<file path="src/rtl/sin_gen_nco_if.sv">
// sin_gen_nco_if: sample request / result bundle between an NCO user and sin_gen_nco.
interface sin_gen_nco_if #(
    parameter int SW = 16,
    parameter int PW = 32
);
    logic                 en_i;
    logic [PW-1:0]        ftw_i;
    logic [PW-1:0]        poff_i;
    logic                 sync_i;
    logic                 rdy_i;
    logic signed [SW-1:0] sin_o;
    logic signed [SW-1:0] cos_o;
    logic                 val_o;
    modport master (output en_i, ftw_i, poff_i, sync_i, rdy_i, input sin_o, cos_o, val_o);
    modport slave  (input en_i, ftw_i, poff_i, sync_i, rdy_i, output sin_o, cos_o, val_o);
endinterface

</file>
<file path="src/rtl/sin_gen_nco.sv">
// sin_gen_nco: phase-accumulator NCO with 3-stage stallable sine/cosine LUT pipeline.
// Define SIN_GEN_QUARTER_WAVE_EN to keep only a quarter-wave sine table and mirror it.
module sin_gen_nco #(
    parameter int SW = 16,
    parameter int PW = 32,
    parameter int AW = 8
) (
    input logic          clk,
    input logic          rst,
    sin_gen_nco_if.slave bus_io
);
    logic [PW-1:0]        acc_q, acc_d;
    logic [AW-1:0]        k_q;
    logic                 v1_q, v2_q, val_q;
    logic signed [SW-1:0] s2_q, c2_q, sin_q, cos_q;
    logic signed [SW-1:0] lut_s, lut_c;
    logic                 stall;

    function automatic logic signed [SW-1:0] lut_val(input int idx, input logic is_cos);
        real a, x;
        a = 2.0 * 3.14159265358979323846 * real'(idx) / real'(2 ** AW);
        x = (is_cos ? $cos(a) : $sin(a)) * (2.0 ** (SW - 1) - 1.0);
        return SW'($rtoi(x >= 0.0 ? x + 0.5 : x - 0.5));
    endfunction

`ifdef SIN_GEN_QUARTER_WAVE_EN
    localparam int Q  = 2 ** (AW - 2);
    localparam int QW = AW - 1;
    logic signed [SW-1:0] q_lut [Q + 1];
    logic [AW-2:0]        rz, rm;
    logic signed [SW-1:0] s_mag, c_mag;
    for (genvar i = 0; i <= Q; i++) begin : g_qlut
        assign q_lut[i] = lut_val(i, 1'b0);
    end
    // cos(k) is sin(k + quarter): quadrant bit 0 swaps mirror direction, xor of both bits flips sign
    always_comb begin
        rz    = {1'b0, k_q[AW-3:0]};
        rm    = QW'(Q) - rz;
        s_mag = k_q[AW-2] ? q_lut[rm] : q_lut[rz];
        c_mag = k_q[AW-2] ? q_lut[rz] : q_lut[rm];
        lut_s = k_q[AW-1] ? -s_mag : s_mag;
        lut_c = (k_q[AW-1] ^ k_q[AW-2]) ? -c_mag : c_mag;
    end
`else
    logic signed [SW-1:0] sin_lut [2 ** AW];
    logic signed [SW-1:0] cos_lut [2 ** AW];
    for (genvar i = 0; i < 2 ** AW; i++) begin : g_lut
        assign sin_lut[i] = lut_val(i, 1'b0);
        assign cos_lut[i] = lut_val(i, 1'b1);
    end
    assign lut_s = sin_lut[k_q];
    assign lut_c = cos_lut[k_q];
`endif

    assign stall = val_q && !bus_io.rdy_i;

    always_comb begin
        acc_d = stall ? acc_q : bus_io.sync_i ? '0 : bus_io.en_i ? acc_q + bus_io.ftw_i : acc_q;
    end

    always_ff @(posedge clk or posedge rst) begin
        if (rst) begin
            acc_q <= '0;
            k_q   <= '0;
            v1_q  <= 1'b0;
            v2_q  <= 1'b0;
            s2_q  <= '0;
            c2_q  <= '0;
            val_q <= 1'b0;
            sin_q <= '0;
            cos_q <= '0;
        end else begin
            acc_q <= acc_d;
            if (!stall) begin
                v1_q  <= bus_io.en_i;
                k_q   <= AW'((acc_q + bus_io.poff_i) >> (PW - AW));
                v2_q  <= v1_q;
                s2_q  <= lut_s;
                c2_q  <= lut_c;
                val_q <= v2_q;
                if (v2_q) begin
                    sin_q <= s2_q;
                    cos_q <= c2_q;
                end
            end
        end
    end

    assign bus_io.sin_o = sin_q;
    assign bus_io.cos_o = cos_q;
    assign bus_io.val_o = val_q;
endmodule

</file>
<file path="src/flat_wrapper.sv">
// flat-port wrapper written by rule: the top's interface ports become plain ports
module sin_gen_nco_flat 
#(
    parameter int SW = 16,
    parameter int PW = 32,
    parameter int AW = 8
)
  (clk, rst, bus_io_en_i, bus_io_ftw_i, bus_io_poff_i, bus_io_sync_i, bus_io_rdy_i, bus_io_sin_o, bus_io_cos_o, bus_io_val_o);
  sin_gen_nco_if #(.SW(SW), .PW(PW)) bus_io_i ();
  input logic clk;
  input logic rst;
  input wire logic [$bits(bus_io_i.en_i)-1:0] bus_io_en_i;
  input wire logic [$bits(bus_io_i.ftw_i)-1:0] bus_io_ftw_i;
  input wire logic [$bits(bus_io_i.poff_i)-1:0] bus_io_poff_i;
  input wire logic [$bits(bus_io_i.sync_i)-1:0] bus_io_sync_i;
  input wire logic [$bits(bus_io_i.rdy_i)-1:0] bus_io_rdy_i;
  output wire logic [$bits(bus_io_i.sin_o)-1:0] bus_io_sin_o;
  output wire logic [$bits(bus_io_i.cos_o)-1:0] bus_io_cos_o;
  output wire logic [$bits(bus_io_i.val_o)-1:0] bus_io_val_o;
  assign bus_io_i.en_i = bus_io_en_i;
  assign bus_io_i.ftw_i = bus_io_ftw_i;
  assign bus_io_i.poff_i = bus_io_poff_i;
  assign bus_io_i.sync_i = bus_io_sync_i;
  assign bus_io_i.rdy_i = bus_io_rdy_i;
  assign bus_io_sin_o = bus_io_i.sin_o;
  assign bus_io_cos_o = bus_io_i.cos_o;
  assign bus_io_val_o = bus_io_i.val_o;
  sin_gen_nco #(.SW(SW), .PW(PW), .AW(AW)) u_core (.clk(clk), .rst(rst), .bus_io(bus_io_i));
endmodule
</file>
<file path="config.mk">
export PLATFORM = sky130hd
export DESIGN_NAME = sin_gen_nco_flat
export DESIGN_NICKNAME = d
export VERILOG_FILES = /design/src/rtl/sin_gen_nco_if.sv /design/src/rtl/sin_gen_nco.sv /design/src/flat_wrapper.sv
export SDC_FILE = /design/constraint.sdc
export NUM_CORES = 1
export LEC_CHECK = 0
export BUFFER_PORTS_ARGS = -buffer_cell sky130_fd_sc_hd__buf_2
export CAP_MARGIN = 20
export CORE_UTILIZATION = 40
export DETAILED_ROUTE_END_ITERATION = 7
export GPL_ROUTABILITY_DRIVEN = 1
export PLACE_DENSITY = 0.7
export SLEW_MARGIN = 20
export SYNTH_ARGS = -nofsm -noshare
export SYNTH_HDL_FRONTEND = slang
export SYNTH_SLANG_ARGS = --single-unit
</file>
<file path="constraint.sdc">
create_clock -name clk -period 3 [get_ports clk]
set_input_delay 0.15 -clock clk [delete_from_list [all_inputs] [get_ports clk]]
set_output_delay 0.15 -clock clk [all_outputs]
set_load 0.02 [all_outputs]
</file>
==> flow_metrics.py <==
metrics = {
    "status": {
        "status": "finished clean",
    },
    "logic_synthesis": {
        "yosysSeqAreaShare": 0.220,
        "syn_nets": 1742,
        "synth_top_cell_by_area": "dfrtp_1",
        "synthTopCellsByArea": "dfrtp_1, ha_1, a21oi_1",
        "yosys_warnings": 0,
        "synthFlopType": "dfrtp_1",
        "synth_edf_count": 0,
        "avgSynthCellArea_um2": 7.65,
        "synth_seq_cells": 107,
        "syn-cell-area_um2": 12200,
        "synth_cell_types": 93,
        "synthArstFlopShare": 1.00,
        "syn_inst": 1591,
        "synth_top_area_share": 0.220,
    },
    "pwr": {
        "seq_power_share": 0.145,
        "p_sw_frac": 0.560,
        "power_density_nw_per_um2": 1410,
        "comb_power_share": 0.791,
        "p_sw_uw": 10900,
        "p_int_uw": 8520,
        "vdd_ir_drop_max_uv": 497,
        "p_leak_uw": 0.00585,
        "power_frac_clock": 0.064,
    },
    "sta": {
        "setup_ws_ns": 0.151,
        "relSlewSlack": 0.432,
        "setup_viol": 0,
        "skew_ns": 0.00913,
        "fmax_mhz": 351,
        "hold_violations": 0,
        "slew_violations": 0,
        "period_needed_ns": 2.85,
        "finalSetupTns_ns": 0,
        "max_slew.worst_pin.slew_ns": 0.847,
        "post-route-period-util": 0.950,
        "rsz0062_at_grt": "false",
    },
    "final_layout": {
        "diodes": 0,
        "drive_above_1_share": 0.182,
        "final_util": 0.460,
        "final_cell_mix": "nand2_1, nor2_1, a21oi_1",
        "regArea_um2": 2690,
        "num-nets-final": 1821,
        "synthToLayoutAreaGrowth_pct": 12.6,
        "num-fill-cells": 2936,
        "final_common_cell": "nand2_1",
        "multi_input_comb_area_um2": 8740,
    },
    "global_routing": {
        "antenna_found_initial": 1,
        "grt_max_degree": 81,
        "groute.usage.overall": 0.313,
        "grt_pass1_vias": 12900,
        "grt_overflow": 0,
        "grt_pass1_wl_mm": 75.1,
    },
    "worst_setup_path": {
        "worst_ep_required_time_ns": 3.25,
        "worstSetupEndpointType": "flip-flop",
        "cp_data_arrival_time_ns": 3.10,
        "crit_chain": "buf_12, buf_4, nor2b_1, nor3_1, o21ai_0, a31oi_1, nor2_1, a211oi_1, nor3_1",
        "cp_slowest_cell": "dfrtp_4",
        "path_delay_family": "compound AO/OA/AOI/OAI gates",
        "critPathMaxStageDelay_ns": 0.69,
        "crit_fanout": 38,
        "cpMostUsedCell": "nor3_1",
        "startpoint_type": "flip-flop",
        "worst-path-buf-inv": 2,
        "crit_type": "reg -> reg",
    },
    "placed_design": {
        "gp_congestion": 1.07,
        "place_ws_ns": 0.113,
        "post-dp-hpwl_mm": 36.9,
        "numPortBuffers": 101,
    },
    "route": {
        "first_pass_iters": 7,
        "vias": 13600,
        "via_per_inst": 6.60,
        "drc": 0,
        "wl_per_cell_um": 23.6,
        "wl_mm": 48.7,
        "antenna_left": 0,
        "drt_iter0_markers": 1784,
    },
    "die": {
        "core_um2": 29800,
        "initial_utilization": 0.409,
        "row_count": 63,
        "ios": 102,
        "die_x_um": 176,
        "die_h_um": 176,
        "die_area_um2": 31100,
    },
    "cts": {
        "cts_setup_buffers": 0,
        "h-tree-depth": 3,
        "cts_buffer_depth": 2,
        "path_clk_slew_ns": 0.08,
        "root_buffer": "clkbuf_16",
        "cts.sinks": 107,
        "cts_tree": "yes",
        "cts_buffers": 9,
        "clock_latency_ns": 0.38,
    },
    "flow_run": {
        "max_cap_violations": 0,
    },
    "hold_path": {
        "holdCritPathClass": "in -> reg",
    },
}
[synth_stat cells (11+ instances only)]
cell type    n
a31oi_1     30
o221ai_1    11
ha_1        81
mux2_2      40
nand3b_1    11
a21oi_1    130
nor3_1      37
xor2_1      17
o21ai_0     93
dfrtp_1    107
clkbuf_1    58
and3_1      12
xnor2_1     15
buf_1       14
a211oi_1    34
nand2_1    172
buf_2       53
a21o_1      23
o31ai_1     11
a311oi_1    14
inv_1       21
mux2i_1     22
nand2b_1    30
nand3_1     41
o21a_1      16
a221oi_1    18
nor2b_1     36
o22ai_1     22
nor2_1     131
o211ai_1    32
o21ai_1     51
[sequential cells by signal (all words and copies together) (netlist names)]
signal               cells
u_core.bus_io.cos_o     16
u_core.bus_io.sin_o     16
u_core.bus_io.val_o      1
u_core.k_q               8
u_core.c2_q             16
u_core.v1_q              1
u_core.s2_q             16
u_core.acc_q            32
u_core.v2_q              1
[kinds of logic (layout without fill, tap and decap cells)]
group	after synthesis	count (layout)	share of synthesized area
AND/OR/NAND/NOR	535	535	0.211
flip-flops	107	107	0.220
AO/OA/AOI/OAI	600	600	0.331
XOR/XNOR	32	32	0.0230
adder cells (fa/ha/maj)	82	82	0.0849
buffers and inverters	167	250	0.0635
multiplexers	68	68	0.0662
[layer usage]
layer | part of all wire | vias to the layer above | track usage | routed length (um)
li1 | - | 6149 | - | -
met1 | 0.39 | 6477 | 0.393 | 19100
met2 | 0.45 | 832 | 0.499 | 21900
met3 | 0.095 | 163 | 0.0672 | 4640
met4 | 0.061 | 2 | 0.172 | 2980
met5 | 0.00025 | - | 0 | 12
[cell type report]
class | count | area share
sequential | 107 | 0.196
multi-input combinational | 1317 | 0.637
timing repair buffer | 208 | 0.102
clock buffer | 10 | 0.0167
clock inverter | 5 | 0.00447
tap | 390 | 0.0356
inverter | 27 | 0.00757
[worst register-to-register path, stage by stage, from the launching register on]
cell      delay, ns
dfrtp_4        0.69
buf_12         0.29
buf_4          0.17
nor2b_1        0.15
nor3_1         0.23
o21ai_0        0.13
a31oi_1        0.62
nor2_1         0.09
a211oi_1       0.26
nor3_1         0.09
[timing repair]
item / 4_1_cts / 5_1_grt
endpoints found under the hold margin: 46 / 0
hold buffers: 1 / 0
endpoints found under the setup margin: 0 / 2
resized for setup: 0 / 3
[through the flow]
| step | cells | cell area [um^2] | hold WS [ns] | power (uW) |
|---|---|---|---|---|
| finish | 2064 | 13700 | 0.0172 | 19400 |
| global route | 2064 | 13700 | 0.0508 | 20500 |
| CTS | 2064 | 13700 | 0.0164 | 18900 |
| detailed placement | 2048 | 13400 | 0.388 | 17600 |
| global placement | 2048 | 13400 | 0.367 | 17600 |
| floorplan | 1591 | 12200 | 0.262 | 12400 |
[power by group through the flow]
| stage | Sequential (uW) | Clock, uW | Combinational [uW] |
|---|---|---|---|
| after floorplan | 2720 | 0 | 9720 |
| after global placement | 2790 | 0 | 14800 |
| after CTS | 2780 | 1260 | 14800 |
| after global routing | 2880 | 1310 | 16300 |
| after detailed placement | 2810 | 0 | 14800 |
| final | 2800 | 1240 | 15300 |
[final timing paths]
path | start | endpoint | slack [ns] | cells after the start
max in group asynchronous | rst | u_core.bus_io.sin_o[3]$_DFFE_PP0P_ | 1.75 | 4
hold reg to reg | u_core.v1_q$_DFFE_PP0N_ | u_core.v1_q$_DFFE_PP0N_ | 0.47 | 2
min in group asynchronous | rst | u_core.v1_q$_DFFE_PP0N_ | 0.52 | 3
hold / removal | bus_io_en_i | u_core.v1_q$_DFFE_PP0N_ | 0.02 | 3
setup reg to reg | u_core.k_q[3]$_DFFE_PP0N_ | u_core.s2_q[7]$_DFFE_PP0N_ | 0.15 | 9
setup / recovery | u_core.k_q[3]$_DFFE_PP0N_ | u_core.s2_q[7]$_DFFE_PP0N_ | 0.15 | 9
Power figures use the tool's default switching activity.
